<file path="src/rtl/countdown_display_pkg.sv">
// Shared constants for the MM:SS countdown display: segment codes,
// digit slot numbering and the seconds-to-BCD converter state encoding.
package countdown_display_pkg;

  // Active-low segment patterns, bit order {g,f,e,d,c,b,a}.
  localparam logic [6:0] SEG_0     = 7'h40;
  localparam logic [6:0] SEG_1     = 7'h79;
  localparam logic [6:0] SEG_2     = 7'h24;
  localparam logic [6:0] SEG_3     = 7'h30;
  localparam logic [6:0] SEG_4     = 7'h19;
  localparam logic [6:0] SEG_5     = 7'h12;
  localparam logic [6:0] SEG_6     = 7'h02;
  localparam logic [6:0] SEG_7     = 7'h78;
  localparam logic [6:0] SEG_8     = 7'h00;
  localparam logic [6:0] SEG_9     = 7'h10;
  localparam logic [6:0] SEG_BLANK = 7'h7F;

  localparam logic [1:0] DIG_SEC_U = 2'd0;
  localparam logic [1:0] DIG_SEC_T = 2'd1;
  localparam logic [1:0] DIG_MIN_U = 2'd2;
  localparam logic [1:0] DIG_MIN_T = 2'd3;

  typedef enum logic [1:0] {
    IDLE = 2'd0,
    CONV = 2'd1,
    DONE = 2'd2
  } conv_state_e;

  function automatic logic [6:0] seg_encode(input logic [3:0] digit);
    logic [6:0] code;
    case (digit)
      4'd0:    code = SEG_0;
      4'd1:    code = SEG_1;
      4'd2:    code = SEG_2;
      4'd3:    code = SEG_3;
      4'd4:    code = SEG_4;
      4'd5:    code = SEG_5;
      4'd6:    code = SEG_6;
      4'd7:    code = SEG_7;
      4'd8:    code = SEG_8;
      4'd9:    code = SEG_9;
      default: code = SEG_BLANK;
    endcase
    return code;
  endfunction

  function automatic logic [5:0] clamp_sec(input logic [5:0] sec);
    return (sec > 6'd59) ? 6'd59 : sec;
  endfunction

endpackage

</file>
<file path="src/rtl/countdown_display_sec_bcd_converter.sv">
// Sequential subtract-10 seconds-to-BCD converter. A start captures the
// inputs; the display digits are only ever loaded whole in DONE.
module sec_bcd_converter
  import countdown_display_pkg::*;
(
  input  logic        clk,
  input  logic        rst,
  input  logic        start,
  input  logic [1:0]  min_in,
  input  logic [5:0]  sec_in,
  output logic [3:0]  min_digit,
  output logic [3:0]  sec_tens,
  output logic [3:0]  sec_units,
  output logic        valid,
  output logic        expired,
  output conv_state_e state
);

  conv_state_e state_next;
  logic [5:0]  rem;
  logic [3:0]  tens;
  logic [1:0]  min_hold;
  logic        capture;
  logic        sub_step;
  logic        load;

  always_ff @(posedge clk) begin
    if (rst) state <= IDLE;
    else     state <= state_next;
  end

  always_comb begin
    state_next = state;
    case (state)
      IDLE:    if (start) state_next = CONV;
      CONV:    if (rem < 6'd10) state_next = DONE;
      DONE:    state_next = IDLE;
      default: state_next = IDLE;
    endcase
  end

  always_comb begin
    capture  = (state == IDLE) && start;
    sub_step = (state == CONV) && (rem >= 6'd10);
    load     = (state == DONE);
  end

  always_ff @(posedge clk) begin
    if (rst) begin
      rem       <= '0;
      tens      <= '0;
      min_hold  <= '0;
      min_digit <= '0;
      sec_tens  <= '0;
      sec_units <= '0;
      valid     <= 1'b0;
      expired   <= 1'b0;
    end else begin
      if (capture) begin
        rem      <= clamp_sec(sec_in);
        tens     <= '0;
        min_hold <= min_in;
      end
      if (sub_step) begin
        rem  <= rem - 6'd10;
        tens <= tens + 4'd1;
      end
      if (load) begin
        min_digit <= {2'b00, min_hold};
        sec_tens  <= tens;
        sec_units <= rem[3:0];
        valid     <= 1'b1;
        expired   <= (min_hold == 2'd0) && (tens == 4'd0) && (rem == 6'd0);
      end
    end
  end

endmodule

</file>
<file path="src/rtl/countdown_display.sv">
// Multiplexed 4-digit common-anode MM:SS display for the countdown timer,
// with colon blink while held and whole-display blink at 00:00.
module countdown_display
  import countdown_display_pkg::*;
#(
  parameter int REFRESH_DIV  = 50000,
  parameter int BLINK_FRAMES = 125
) (
  input  logic       CLK,
  input  logic       rst,
  input  logic [1:0] minutes,
  input  logic [5:0] seconds,
  input  logic       hold,
  output logic [6:0] seg_n,
  output logic [3:0] an_n,
  output logic       dp_n,
  output logic       expired
);

  localparam int PW = $clog2(REFRESH_DIV);
  localparam int BW = (BLINK_FRAMES > 1) ? $clog2(BLINK_FRAMES) : 1;

  logic [PW-1:0] presc;
  logic [1:0]    digit_idx;
  logic [BW-1:0] blink_cnt;
  logic          blink_phase;
  logic          scan_tick;
  logic          frame_tick;

  conv_state_e   conv_state;
  logic [3:0]    min_digit;
  logic [3:0]    sec_tens;
  logic [3:0]    sec_units;
  logic          valid;

  logic          blank_all;
  logic [3:0]    digit_val;
  logic [6:0]    seg_next;
  logic [3:0]    an_next;
  logic          dp_next;

  assign scan_tick  = (presc == PW'(REFRESH_DIV - 1));
  assign frame_tick = scan_tick && (digit_idx == DIG_MIN_T);

  always_ff @(posedge CLK) begin
    if (rst) begin
      presc     <= '0;
      digit_idx <= DIG_SEC_U;
    end else if (scan_tick) begin
      presc     <= '0;
      digit_idx <= digit_idx + 2'd1;
    end else begin
      presc     <= presc + PW'(1);
    end
  end

  always_ff @(posedge CLK) begin
    if (rst) begin
      blink_cnt   <= '0;
      blink_phase <= 1'b0;
    end else if (frame_tick) begin
      if (blink_cnt == BW'(BLINK_FRAMES - 1)) begin
        blink_cnt   <= '0;
        blink_phase <= ~blink_phase;
      end else begin
        blink_cnt   <= blink_cnt + BW'(1);
      end
    end
  end

  sec_bcd_converter u_conv (
    .clk       (CLK),
    .rst       (rst),
    .start     (frame_tick && (conv_state == IDLE)),
    .min_in    (minutes),
    .sec_in    (seconds),
    .min_digit (min_digit),
    .sec_tens  (sec_tens),
    .sec_units (sec_units),
    .valid     (valid),
    .expired   (expired),
    .state     (conv_state)
  );

  // Slot DIG_MIN_T keeps its anode driven but shows nothing, so every slot
  // has the same duty cycle.
  always_comb begin
    blank_all = !valid || (expired && blink_phase);
    case (digit_idx)
      DIG_SEC_U: digit_val = sec_units;
      DIG_SEC_T: digit_val = sec_tens;
      DIG_MIN_U: digit_val = min_digit;
      default:   digit_val = 4'hF;
    endcase
    seg_next = blank_all ? SEG_BLANK : seg_encode(digit_val);
    an_next  = 4'hF;
    if (!blank_all) an_next[digit_idx] = 1'b0;
    dp_next  = !((digit_idx == DIG_MIN_U) && !blank_all && (!hold || !blink_phase));
  end

  always_ff @(posedge CLK) begin
    if (rst) begin
      seg_n <= SEG_BLANK;
      an_n  <= 4'hF;
      dp_n  <= 1'b1;
    end else begin
      seg_n <= seg_next;
      an_n  <= an_next;
      dp_n  <= dp_next;
    end
  end

endmodule

</file>
<file path="config.mk">
export PLATFORM = sky130hd
export DESIGN_NAME = countdown_display
export DESIGN_NICKNAME = d
export VERILOG_FILES = /design/src/rtl/countdown_display_pkg.sv /design/src/rtl/countdown_display_sec_bcd_converter.sv /design/src/rtl/countdown_display.sv
export SDC_FILE = /design/constraint.sdc
export NUM_CORES = 1
export LEC_CHECK = 0
export CAP_MARGIN = 5
export CORE_MARGIN = 8
export CORE_UTILIZATION = 30
export CTS_BUF_LIST = sky130_fd_sc_hd__clkbuf_4
export DETAILED_ROUTE_END_ITERATION = 8
export PLACE_DENSITY = 0.44
export SKIP_CTS_REPAIR_TIMING = 1
export SYNTH_ARGS = -nofsm -noshare
export SYNTH_HDL_FRONTEND = slang
export SYNTH_SLANG_ARGS = --single-unit
export TNS_END_PERCENT = 30
</file>
<file path="constraint.sdc">
create_clock -name CLK -period 3 [get_ports CLK]
set_input_delay 0.45 -clock CLK [delete_from_list [all_inputs] [get_ports CLK]]
set_output_delay 0.45 -clock CLK [all_outputs]
set_load 0.01 [all_outputs]
</file>
==> impl_metrics.json, run 1 <==
{
  "status": "complete, no violations",
  "grt_usage_pct": 11.1,
  "worstPathArrival_ns": 2.55,
  "yosys.area.top_type_share_pct": 43.4,
  "grt_overflow": 0,
  "wl_per_cell_um": 13.7,
  "irDropWorstVdd_uv": 233,
  "syn_avg_cell_area_sq_um": 8.62,
  "finalHoldViolations": 0,
  "cp_common_cell": "or4_4",
  "htree_levels": 3,
  "min_period_ns": 2.24,
  "cts_tree": "done",
  "die_y_um": 115,
  "skew_ns": 0.0130,
  "p_int_mw": 1.15,
  "min_to": "u_conv.min_digit[1]$_SDFFE_PP0N_",
  "drtIter0Drc": 95,
  "ys_warn_count": 0,
  "hp-class": "reg -> reg",
  "synth_commonest_cells": "dfxtp_1 (64), nand2_1 (46), a21oi_1 (30)",
  "finalSetupTns_ns": 0,
  "grt_use_met2_pct": 18.7,
  "io-pin-count": 24,
  "route.detailed.drc": 0,
  "power_density_mw_per_mm2": 426,
  "seqPwrFrac_pct": 58.1,
  "io_buffers": 23,
  "r2r_cells": 4,
  "layout-area-overhead-vs-synth_pct": 17.0,
  "slew_violations": 0,
  "ys.flop_type": "dfxtp_1",
  "fin_cells": 506,
  "stdcell_area_sq_mm": 0.00346,
  "critPathRequiredTime_ns": 3.31,
  "grt_pass1_wl_mm": 11.8,
  "die-area_sq_mm": 0.0133,
  "grt_use_met1_pct": 13.0,
  "final_core_util_pct": 35.7,
  "cp-end-kind": "register",
  "synth_fp_nets": 368,
  "routed_via_density": 4.96,
  "numCtsBuffers": 9,
  "r2r_setup_slack_ns": 0.76,
  "ys_types": 50,
  "dp.cells": 490,
  "combPwrFrac_pct": 2.6,
  "die_w_um": 115,
  "grt_setup_unrepaired": "false",
  "slew_headroom_pct": 49.8,
  "max_slew.worst_pin.slew_ns": 0.753,
  "finalSetupViolCount": 0,
  "drv_cap": 0,
  "yosysMostFrequentCell": "dfxtp_1",
  "core-area_sq_mm": 0.00968,
  "num_rows": 36,
  "switching_power_mw": 0.324,
  "sw_frac_of_total_pct": 22.0,
  "wl_mm": 6.91,
  "worst_hold_startpoint": "u_conv.min_digit[1]$_SDFFE_PP0N_",
  "via_count": 2508,
  "place.gp.congestion": 0.758,
  "seq_area_frac_synth_pct": 43.4,
  "p_leak_nw": 1.18,
  "drtAntennaViolNets": 0,
  "yosys.area.top_type": "dfxtp_1",
  "hold_path_depth": 2,
  "worst_r2r_endpoint": "u_conv.rem[2]$_SDFFE_PP0P_",
  "met3_usage_pct": 3.47,
  "cts_root_buf": "clkbuf_4",
  "max_stage_delay_ns": 0.65,
  "synthTopCellsByArea": "dfxtp_1 (43%), ha_1 (5.9%), nand2_1 (5.8%), a21oi_1 (5.1%), xor2_1 (3.3%)",
  "synthArstFlopShare_pct": 0,
  "criticalPathCategory": "reg -> reg",
  "insertedDiodeCount": 0,
  "antenna_found_initial": 0,
  "drt-pass1-iter-count": 4,
  "grt_pass1_vias": 2455,
  "syn_area_sq_mm": 0.00296,
  "reg2reg_from": "presc[5]$_SDFF_PP0_",
  "dpl_cell_area_sq_mm": 0.00332,
  "synth_edf_count": 0,
  "fmaxAchievable_ghz": 0.447,
  "critPathLaunchType": "register",
  "finalCritPeriodShare_pct": 74.5,
  "p_clk_share_pct": 39.3,
  "clock_path_buffers": 2,
  "path_cells": "or4_4 > or4_4 > o31a_1 > a221oi_2",
  "worstPathMaxFanout": 17,
  "fin_nets": 393,
  "whs_ns": 0.465,
  "initial_utilization_pct": 30.5,
  "grt-busiest-layer": "met2",
  "crit_path_top_delay_cell": "or4_4",
  "grt_max_degree": 25,
  "ys_seq_elements": 64,
  "clkSinkCount": 64,
  "drive_gt1_share_pct": 6.97,
  "place_hpwl_mm": 4.96,
  "insertion_delay_ns": 0.40,
  "synth_cells": 343,
  "clkSlewWorstSetupHoldPaths_ns": 0.10
}
[per-layer routing]
layer,part of all wire [%],up-vias
li1,-,1284
met1,46,1187
met2,50,29
met3,2.7,8
met4,1.4,0
met5,0,-
[how the worst max path moves through the flow]
stage / startpoint / to / slack, ns
detailed placement: presc[5]$_SDFF_PP0_ / u_conv.rem[2]$_SDFFE_PP0P_ / 0.79
global route: digit_idx[0]$_SDFFE_PP0N_ / seg_n[6]$_SDFF_PP1_ / 0.57
global placement: presc[5]$_SDFF_PP0_ / u_conv.rem[2]$_SDFFE_PP0P_ / 0.82
floorplan: presc[5]$_SDFF_PP0_ / u_conv.rem[2]$_SDFFE_PP0P_ / 0.89
CTS: presc[5]$_SDFF_PP0_ / u_conv.rem[2]$_SDFFE_PP0P_ / 0.75
finish: presc[5]$_SDFF_PP0_ / u_conv.rem[2]$_SDFFE_PP0P_ / 0.76
[critical path: cells and delay by family (launching register included)]
family | cells | cell delay [ns]
AOI/OAI and AO/OA | 2 | 0.56
DFF | 1 | 0.37
and+or+nand+nor | 2 | 1.21
[power by group through the flow]
stage,registers [mW],logic (mW),clock network [mW]
after floorplan,0.875,0.0179,0
after global routing,0.857,0.0421,0.645
after global placement,0.875,0.0390,0
after CTS,0.856,0.0385,0.612
after detailed placement,0.875,0.0384,0
final,0.856,0.0378,0.579
[sequential cells by signal, summed over array words and instances, names as in the netlist, 4 cells and up]
name and flops:
blink_cnt 7, seg_n 7, u_conv.sec_tens 4, u_conv.sec_units 4, u_conv.tens 4, an_n 4, presc 16, u_conv.rem 6
[final cells by class]
cell class              count  area, sq um
multi-input cells         249         1540
clock buffers              12         90.1
well taps                 133          166
clock inverters             4         45.0
repair buffers             29          275
flip-flops and latches     64         1280
fillers                  1011         6230
inverters                  15         56.3
[layout by cell type (no fill, tap or decap), types with 6 or more instances in the layout]
cell,Yosys,final
a21oi_1,30,30
a311oi_1,6,6
buf_4,0,6
clkbuf_4,0,12
clkdlybuf4s50_1,0,23
dfxtp_1,64,64
ha_1,14,14
inv_1,15,15
nand2_1,46,46
nand3_1,15,15
nand4_1,10,10
nor2_1,24,24
nor3_1,6,6
o21ai_0,17,17
xor2_1,11,11
[logic make-up after synthesis]
kind of cell,count (synthesis),share of synthesized area [%]
compound gates,82,17.8
xor+xnor,15,4.45
fa+ha+maj,14,5.93
buf+inv,30,4.40
flops,64,43.4
mux,1,0.339
simple gates,137,23.7
[stage by stage]
stage                     setup WS [ns]  power, mW
final                             0.764       1.47
after global routing              0.572       1.54
after CTS                         0.750       1.51
after detailed placement          0.786      0.914
after global placement            0.823      0.914
after floorplan                   0.889      0.893
Power figures use the tool's default switching activity.
==> run 2, diff against run 1 <==
--- a/config.mk
+++ b/config.mk
@@ -10,7 +10,7 @@
 export CORE_UTILIZATION = 30
 export CTS_BUF_LIST = sky130_fd_sc_hd__clkbuf_4
 export DETAILED_ROUTE_END_ITERATION = 8
-export PLACE_DENSITY = 0.44
+export PLACE_DENSITY = 0.45
 export SKIP_CTS_REPAIR_TIMING = 1
 export SYNTH_ARGS = -nofsm -noshare
 export SYNTH_HDL_FRONTEND = slang
==> constraint.sdc (replaced) <==
create_clock -name CLK -period 1.8 [get_ports CLK]
set_input_delay 0.27 -clock CLK [delete_from_list [all_inputs] [get_ports CLK]]
set_output_delay 0.27 -clock CLK [all_outputs]
set_load 0.01 [all_outputs]
==> impl_metrics.json, run 2 (synthesized netlist as in run 1, its figures left out) <==
{
  "insertedDiodeCount": 0,
  "io_buffers": 23,
  "wl_per_cell_um": 13.5,
  "min_period_ns": 2.03,
  "worstPathArrival_ns": 2.35,
  "fmaxAchievable_ghz": 0.492,
  "reg_top3": "presc (16), blink_cnt (7), seg_n (7)",
  "grt_pass1_wl_mm": 12.4,
  "skew_ns": 0.0165,
  "slew_headroom_pct": 70.5,
  "regMostFlops": "presc",
  "antenna_found_initial": 0,
  "core-area_sq_mm": 0.00968,
  "irDropWorstVdd_uv": 254,
  "status": "finished with violations",
  "final_common_cell": "dfxtp_1",
  "insertion_delay_ns": 0.40,
  "initial_utilization_pct": 30.5,
  "clkSlewWorstSetupHoldPaths_ns": 0.11,
  "path_cells": "or4_4 > or4_4 > o31a_1 > a221oi_2",
  "io-pin-count": 24,
  "max_slew.worst_pin.slew_ns": 0.443,
  "die_y_um": 115,
  "whs_ns": 0.426,
  "grt_pass1_vias": 2665,
  "fin_cells": 550,
  "seqCellArea_sq_mm": 0.00128,
  "wl_mm": 7.42,
  "critPathLaunchType": "register",
  "cp_common_cell": "or4_4",
  "routed_via_density": 4.97,
  "largest_register_ffs": 16,
  "drtAntennaViolNets": 0,
  "crit_path_top_delay_cell": "or4_4",
  "place_hpwl_mm": 5.40,
  "via_count": 2733,
  "drt-pass1-iter-count": 4,
  "p_leak_nw": 1.42,
  "grt_overflow": 0,
  "layout-area-overhead-vs-synth_pct": 33.1,
  "finalSetupTns_ns": -2.05,
  "grt_usage_pct": 11.6,
  "cp-end-kind": "register",
  "grt_max_degree": 16,
  "fillers": 1015,
  "violations": "negative setup slack",
  "numCtsBuffers": 9,
  "drv_cap": 0,
  "grt_setup_unrepaired": "true",
  "hp-class": "in -> reg",
  "finalCritPeriodShare_pct": 113,
  "fin_nets": 438,
  "clkSinkCount": 64,
  "criticalPathCategory": "reg -> reg",
  "dp.cells": 533,
  "final_cell_mix": "dfxtp_1 (62), buf_4 (47), nand2_1 (43)",
  "htree_levels": 3,
  "route.detailed.drc": 0,
  "multi_input_area_sq_mm": 0.00168,
  "power_density_mw_per_mm2": 624,
  "critPathRequiredTime_ns": 2.12,
  "place.gp.congestion": 0.815,
  "num_rows": 36,
  "drtIter0Drc": 86,
  "cts_root_buf": "clkbuf_4",
  "die-area_sq_mm": 0.0133,
  "max_stage_delay_ns": 0.58,
  "die_w_um": 115,
  "worstPathMaxFanout": 5,
  "fin_ws_ns": -0.234,
  "clock_path_buffers": 2,
  "cts_tree": "done",
  "drive_gt1_share_pct": 22.8,
  "slew_violations": 0,
  "finalSetupViolCount": 20,
  "finalHoldViolations": 0
}
[run 2: changes by cell type in the layout (fill, tap and decap cells not counted), sizes merged]
| cell | previous run | this run |
|---|---|---|
| buf | 6 | 50 |
| clkbuf | 12 | 10 |
| clkinv | 2 | 4 |
| clkinvlp | 1 | 0 |
| or4 | 2 | 3 |
[run 2: power breakdown]
part	leakage [nW]	internal (mW)	switching (mW)
logic	0.833	0.0445	0.0400
registers	0.517	1.42	0.00296
clock network	0.0734	0.421	0.523
total	1.42	1.89	0.566
[run 2: per-stage QoR]
step                area, sq um  setup slack [ns]  utilization (%)  total power [mW]
global route               3930            -0.268             40.6              2.58
CTS                        3790            -0.192             39.1              2.50
floorplan                  2960            -0.143                -              1.49
finish                     3930            -0.234             40.6              2.45
global placement           3670            -0.104             37.9              1.54
detailed placement         3670            -0.147             37.9              1.54
[run 2: layout make-up]
| cell class | instances | share of cell area [%] |
|---|---|---|
| clock buffer | 10 | 1.91 |
| sequential | 64 | 32.6 |
| timing repair buffer | 73 | 15.9 |
| multi-input combinational | 250 | 42.7 |
| tap | 133 | 4.23 |
| inverter | 15 | 1.43 |
| clock inverter | 5 | 1.24 |
[run 2: final timing paths]
kind | start | end | slack, ns | depth (start not counted)
worst min register to register | u_conv.valid$_SDFFE_PP0N_ | u_conv.valid$_SDFFE_PP0N_ | 0.46 | 2
worst max-delay path | presc[5]$_SDFF_PP0_ | u_conv.rem[2]$_SDFFE_PP0P_ | -0.23 | 4
worst max register to register | presc[5]$_SDFF_PP0_ | u_conv.rem[2]$_SDFFE_PP0P_ | -0.23 | 4
worst min-delay path | minutes[1] | u_conv.min_hold[1]$_SDFFE_PP0P_ | 0.43 | 3
[run 2: critical path, delay by kind of cell (launching register included)]
kind / cells / cell delay, ns
AO/OA/AOI/OAI: 2 / 0.50
flip-flops: 1 / 0.33
AND/OR/NAND/NOR: 2 / 1.13
[run 2: per-layer routing]
metal	vias up	GRT usage [%]	routed length (um)	share of wire, %
met5	-	0	0	0
met4	0	5.34	135	1.8
met3	12	2.26	166	2.2
met2	29	19.3	3560	48
met1	1306	14.2	3560	48
li1	1386	-	-	-
